## config.mk

```make
export PLATFORM = sky130hd
export DESIGN_NAME = four_bit_mag
export DESIGN_NICKNAME = d
export VERILOG_FILES = /design/src/rtl/four_bit_mag_pkg.sv /design/src/rtl/mag_bit_slice.sv /design/src/rtl/four_bit_mag.sv
export SDC_FILE = /design/constraint.sdc
export NUM_CORES = 1
export LEC_CHECK = 0
export ABC_AREA = 1
export CAP_MARGIN = 20
export CORE_AREA = 2 2 39 41
export CTS_CLUSTER_DIAMETER = 120
export DETAILED_ROUTE_END_ITERATION = 6
export DIE_AREA = 0 0 41 43
export SYNTH_ARGS = -nofsm -noshare
export SYNTH_HDL_FRONTEND = slang
export SYNTH_SLANG_ARGS = --single-unit
```

## constraint.sdc

```tcl
create_clock -name clk -period 2.2 [get_ports clk]
set_input_delay 0.55 -clock clk [delete_from_list [all_inputs] [get_ports clk]]
set_output_delay 0.55 -clock clk [all_outputs]
set_load 0.03 [all_outputs]
```

## src/rtl/four_bit_mag_pkg.sv

```systemverilog
// Shared constants, result encoding and output mapping for the four_bit_mag comparator.
// Cascade inputs are enabled in the top with FOUR_BIT_MAG_CASCADE_EN.
package four_bit_mag_pkg;

    localparam int MAG_WIDTH = 4;

    typedef enum logic [1:0] {
        RES_NONE,
        RES_LT,
        RES_EQ,
        RES_GT
    } mag_result_e;

    // Bit order is {less, equal, greater}; RES_NONE is the reset-only all-zero state.
    function automatic logic [2:0] resultToBits(input mag_result_e res);
        logic [2:0] bits;
        bits = 3'b000;
        case (res)
            RES_LT:  bits = 3'b100;
            RES_EQ:  bits = 3'b010;
            RES_GT:  bits = 3'b001;
            default: bits = 3'b000;
        endcase
        return bits;
    endfunction

endpackage

```

## src/rtl/mag_bit_slice.sv

```systemverilog
// One bit position of the magnitude comparator: reports whether the bit pair
// matches and whether the A bit is the larger one.
module mag_bit_slice (
    input  logic i_a,
    input  logic i_b,
    output logic o_eq,
    output logic o_gt
);

    assign o_eq = ~(i_a ^ i_b);
    assign o_gt = i_a & ~i_b;

endmodule

```

## src/rtl/four_bit_mag.sv

```systemverilog
// Registered 4-bit unsigned magnitude comparator with one-cycle latency.
// Define FOUR_BIT_MAG_CASCADE_EN to add 7485-style lt_in/eq_in/gt_in chaining inputs.
module four_bit_mag
    import four_bit_mag_pkg::*;
(
    input  logic                 clk,
    input  logic                 rst,
    input  logic [MAG_WIDTH-1:0] A,
    input  logic [MAG_WIDTH-1:0] B,
`ifdef FOUR_BIT_MAG_CASCADE_EN
    input  logic                 lt_in,
    input  logic                 eq_in,
    input  logic                 gt_in,
`endif
    output logic                 less,
    output logic                 equal,
    output logic                 greater
);

    logic [MAG_WIDTH-1:0] w_bitEq;
    logic [MAG_WIDTH-1:0] w_bitGt;
    mag_result_e          w_local;
    mag_result_e          w_result;
    logic [2:0]           r_result;

    for (genvar g = 0; g < MAG_WIDTH; g++) begin : g_slice
        mag_bit_slice u_slice (
            .i_a  (A[g]),
            .i_b  (B[g]),
            .o_eq (w_bitEq[g]),
            .o_gt (w_bitGt[g])
        );
    end

    // Scanning upward lets the highest differing bit overwrite any lower decision.
    always_comb begin
        w_local = RES_EQ;
        for (int i = 0; i < MAG_WIDTH; i++) begin
            if (!w_bitEq[i]) begin
                w_local = w_bitGt[i] ? RES_GT : RES_LT;
            end
        end
    end

`ifdef FOUR_BIT_MAG_CASCADE_EN
    // Ties defer to the lower-order stage, gt_in winning over lt_in over eq_in.
    always_comb begin
        w_result = w_local;
        if (w_local == RES_EQ) begin
            if (gt_in)      w_result = RES_GT;
            else if (lt_in) w_result = RES_LT;
            else            w_result = RES_EQ;
        end
    end

    logic w_eqInUnused;
    assign w_eqInUnused = eq_in;
`else
    assign w_result = w_local;
`endif

    always_ff @(posedge clk) begin
        if (rst) begin
            r_result <= resultToBits(RES_NONE);
        end else begin
            r_result <= resultToBits(w_result);
        end
    end

    assign {less, equal, greater} = r_result;

endmodule

```

Word-level counts from Yosys, hierarchy flattened
Index checks and enable logic that the tools add are counted.

word-level totals
  input port bits = 10
  memories kept = 0
  memory bits (writable) = 0
  word-level logic and storage cells = 25
  output and inout bits = 3
  bits in latches = 0
  flip-flop bits (word level) = 3
  bits in read-only memories = 0

cells by class
  add/subtract/negate cells = 0
  equality and inequality tests = 3
  magnitude comparators = 0
  div/mod/pow operators = 0
  multiply operators = 0
  multiplexer cells = 9
  reduce and logical (&&, ||, !) cells = 0
  bitwise logic cells = 12
  shifts and indexed selects = 0

operators with widths
  cell                                                             number
  2-bit two-way mux                                                8
  3-bit one-hot mux with 3 select lines                            1
  1-bit bitwise AND                                                4
  2-bit == test, second input constant                             2
  1-bit inverter                                                   4
  1-bit XOR                                                        4
  2-bit by 1-bit == test with 1-bit output, second input constant  1

Longest topological paths before layout
  word-level depth = 9
  depth in mapped cells = 8
  mapped depth without buffers = 8

By module
A second synthesis with hierarchy kept.

second synthesis, totals
  cells, all modules = 27
  area, all modules = 201.4 µm²

by module, submodules not included
  module         sequential area each (µm²)  instances  area each (µm²)  cells an instance
  four_bit_mag   60.1                        1          136.4            19
  mag_bit_slice  0.0                         4          16.3             2

Worst setup path after synthesis
OpenSTA, ideal clock, no wires.

  kind = input port to flip-flop
  from = input B[1]
  to = register r_result[0]
  setup time = 121 ps
  path buffers = 0
  cell stages on the path = 5
  arrival time = 1,192 ps
  data required time = 2,079 ps
  setup slack = 886 ps
  cells stage by stage = inv_1 ha_1 nand3_1 o21ai_0 nor2_1

between the ends
  cells in the longest elaborated chain, start to end = 8
  elaborated cells between the ends (all ways) = 11
  classes of those cells = 3 x eq/ne; 5 x mux; 3 x bitwise

RTL lines
  what                                                                              RTL line                text
  start: declaration                                                                four_bit_mag.sv:9       input logic [MAG_WIDTH-1:0] B,
  1-bit inverter                                                                    mag_bit_slice.sv:11     assign o_gt = i_a & ~i_b;
  1-bit bitwise AND                                                                 mag_bit_slice.sv:11
  2-bit two-way mux                                                                 four_bit_mag.sv:40      w_local = w_bitGt[i] ? RES_GT : RES_LT;
  2-bit two-way mux * (3 in series)                                                 four_bit_mag.sv:39      if (!w_bitEq[i]) begin
  2-bit == test / 2-bit by 1-bit == test with 1-bit output (equally long branches)  four_bit_mag_pkg.sv:18  case (res)
  3-bit one-hot mux with 3 select lines *                                           four_bit_mag_pkg.sv:18
  end signal: assignment                                                            four_bit_mag.sv:64      r_result <= resultToBits(RES_NONE);
  end signal: assignment                                                            four_bit_mag.sv:66      r_result <= resultToBits(w_result);
  end: declaration                                                                  four_bit_mag.sv:24      logic [2:0] r_result;

Every way passes the cells marked *; elsewhere a longest branch is shown, timed or not.
A chain may end at the register's enable or synchronous reset.

Worst setup path in the final report
  from = register r_result[0]
  to = output greater

RTL lines
  what              RTL line            text
  end: declaration  four_bit_mag.sv:17  output logic greater

No word-level cell between the ends.

==> flow_summary.json <==
{
  "outcome": "finished, final reports clean",
  "grt.total_usage": 0.0541,
  "powerDensity_mw_per_mm2": 584,
  "antenna_found_initial": 0,
  "cp_top_family": "buffers and inverters",
  "drtPass1Iterations": 1,
  "final-setup-viol-count": 0,
  "irDropWorstVdd_uv": 99.3,
  "cp.arrival_ns": 1.18,
  "largest_reg_flops": 3,
  "cts.path.max_buffers": 2,
  "syn_inst": 30,
  "synth_nets": 44,
  "nets": 61,
  "holdCritPathClass": "input pin to flop",
  "num_io_pins": 13,
  "drive_gt1_frac": 0.0652,
  "root_buffer": "clkbuf_4",
  "dpl.cell_count": 58,
  "syn2layout_area_growth_pct": 81.1,
  "fin_tns_setup_ns": 0,
  "cts_buffers": 3,
  "slew_headroom": 0.798,
  "synth_area_um2": 205,
  "leakage_nw": 0.189,
  "ys_seq_elements": 3,
  "cp_slowest_stage_delay_ns": 0.66,
  "maxSlewViolCount": 0,
  "grt_pass1_wl_um": 600,
  "die_h_um": 43,
  "portBuffers": 12,
  "drt_iter0_markers": 0,
  "reg_top3": "r_result (3)",
  "clkSinkCount": 3,
  "die_w_um": 41,
  "placed_cell_area_um2": 345,
  "ant_nets": 0,
  "final_cells": 62,
  "min_period_ns": 1.73,
  "worst_slew_pin_slew_ns": 0.302,
  "avgSynthCellArea_um2": 6.84,
  "rows": 14,
  "ctsResizeCount": 0,
  "globalplace.congestion": 0.734,
  "grt_pass1_vias": 186,
  "wl_um": 354,
  "path_cells": "clkdlybuf4s50_1",
  "grt_max_degree": 4,
  "hold_violations": 0,
  "rsz0062_at_grt": "false",
  "register_area_um2": 60.1,
  "final_cell_mix": "clkdlybuf4s50_1 (12), inv_1 (9), nand2_1 (5), ha_1 (4)",
  "hold_buffers": 0,
  "path_class": "flop to output pin",
  "cts_setup_buffers": 0,
  "yosysWarnings": 0,
  "h-tree-depth": 1,
  "crit_buf_inv": 1,
  "fmax_mhz": 577,
  "drc": 0,
  "cp_max_fo": 1,
  "startpoint_type": "flop",
  "required_ns": 1.65,
  "vias": 213,
  "nFillCells": 161,
  "largest-register": "r_result",
  "timing.final.ws_setup_ns": 0.465,
  "endpoint_kind": "output pin",
  "synth_cell_type_count": 9,
  "overflow": 0,
  "path_clk_slew_ns": 0.04,
  "cp-startpoint": "r_result[0]$_SDFF_PP0_",
  "cp_slowest_cell": "clkdlybuf4s50_1",
  "cp-endpoint": "greater",
  "post-dp-hpwl_um": 292,
  "cts_tree": "done",
  "cap_violations": 0,
  "finalInstanceArea_um2": 372,
  "vias_per_cell": 3.44,
  "min_period_over_period": 0.788,
  "multi_input_area_um2": 111,
  "wl_per_cell_um": 5.71,
  "ys_seq_area_frac": 0.293,
  "start_util": 0.148,
  "post-place-ws_ns": 0.341,
  "dieArea_mm2": 0.00176,
  "diodes": 0,
  "coreArea_mm2": 0.00138,
  "final_common_cell": "clkdlybuf4s50_1",
  "cp_num_cells": 1
}
## area by class of cell
class	count	area share
clock buffers	4	0.0707
inverters	9	0.0909
multi-input cells	18	0.300
flip-flops and latches	3	0.162
well taps	16	0.0539
repair buffers	12	0.323
## cells by family after synthesis
family / Yosys count / synth area share
adder cells (fa/ha/maj): 4 / 0.244
buffers and inverters: 9 / 0.165
AO/OA/AOI/OAI: 3 / 0.0731
flip-flops: 3 / 0.293
AND/OR/NAND/NOR: 11 / 0.226
## worst min path at each step
stage / startpoint / endpoint / slack (ns) / cells after the start
after global placement: rst / r_result[1]$_SDFF_PP0_ / 1.20 / 4
after CTS: rst / r_result[1]$_SDFF_PP0_ / 0.95 / 4
after detailed placement: rst / r_result[1]$_SDFF_PP0_ / 1.20 / 4
after floorplan: rst / r_result[1]$_SDFF_PP0_ / 0.71 / 3
after global routing: rst / r_result[1]$_SDFF_PP0_ / 0.98 / 4
final: rst / r_result[1]$_SDFF_PP0_ / 0.96 / 4
## synthesized netlist by cell type
master / n / area [µm²]
inv_1: 9 / 33.8
nand2_1: 5 / 18.8
ha_1: 4 / 50.1
dfxtp_1: 3 / 60.1
nor2_1: 3 / 11.3
a21oi_1: 2 / 10.0
nand3_1: 2 / 10.0
o21ai_0: 1 / 5.00
or2_1: 1 / 6.26
## power breakdown
group          total, mW  switching [mW]  internal [mW]
clock network     0.0962          0.0283         0.0680
registers         0.0601        0.000957         0.0592
logic             0.0607          0.0284         0.0322
total              0.217          0.0577          0.159
## metrics by stage
stage | hold WS, ns | util | power (mW)
3_3_place_gp | 1.20 | 0.250 | 0.122
4_1_cts | 0.953 | 0.269 | 0.223
2_1_floorplan | 0.707 | - | 0.0938
6_report | 0.963 | 0.269 | 0.217
5_1_grt | 0.982 | 0.269 | 0.234
3_5_place_dp | 1.20 | 0.250 | 0.122
## metal layers
metal  vias up  wire (µm)  GRT usage
met2         8        167     0.0625
li1        123          -          -
met4         0          0     0.0800
met5         -          0          0
met3         0         23     0.0157
met1        82        163     0.0607
No activity file was read; power rests on OpenSTA's default activity.
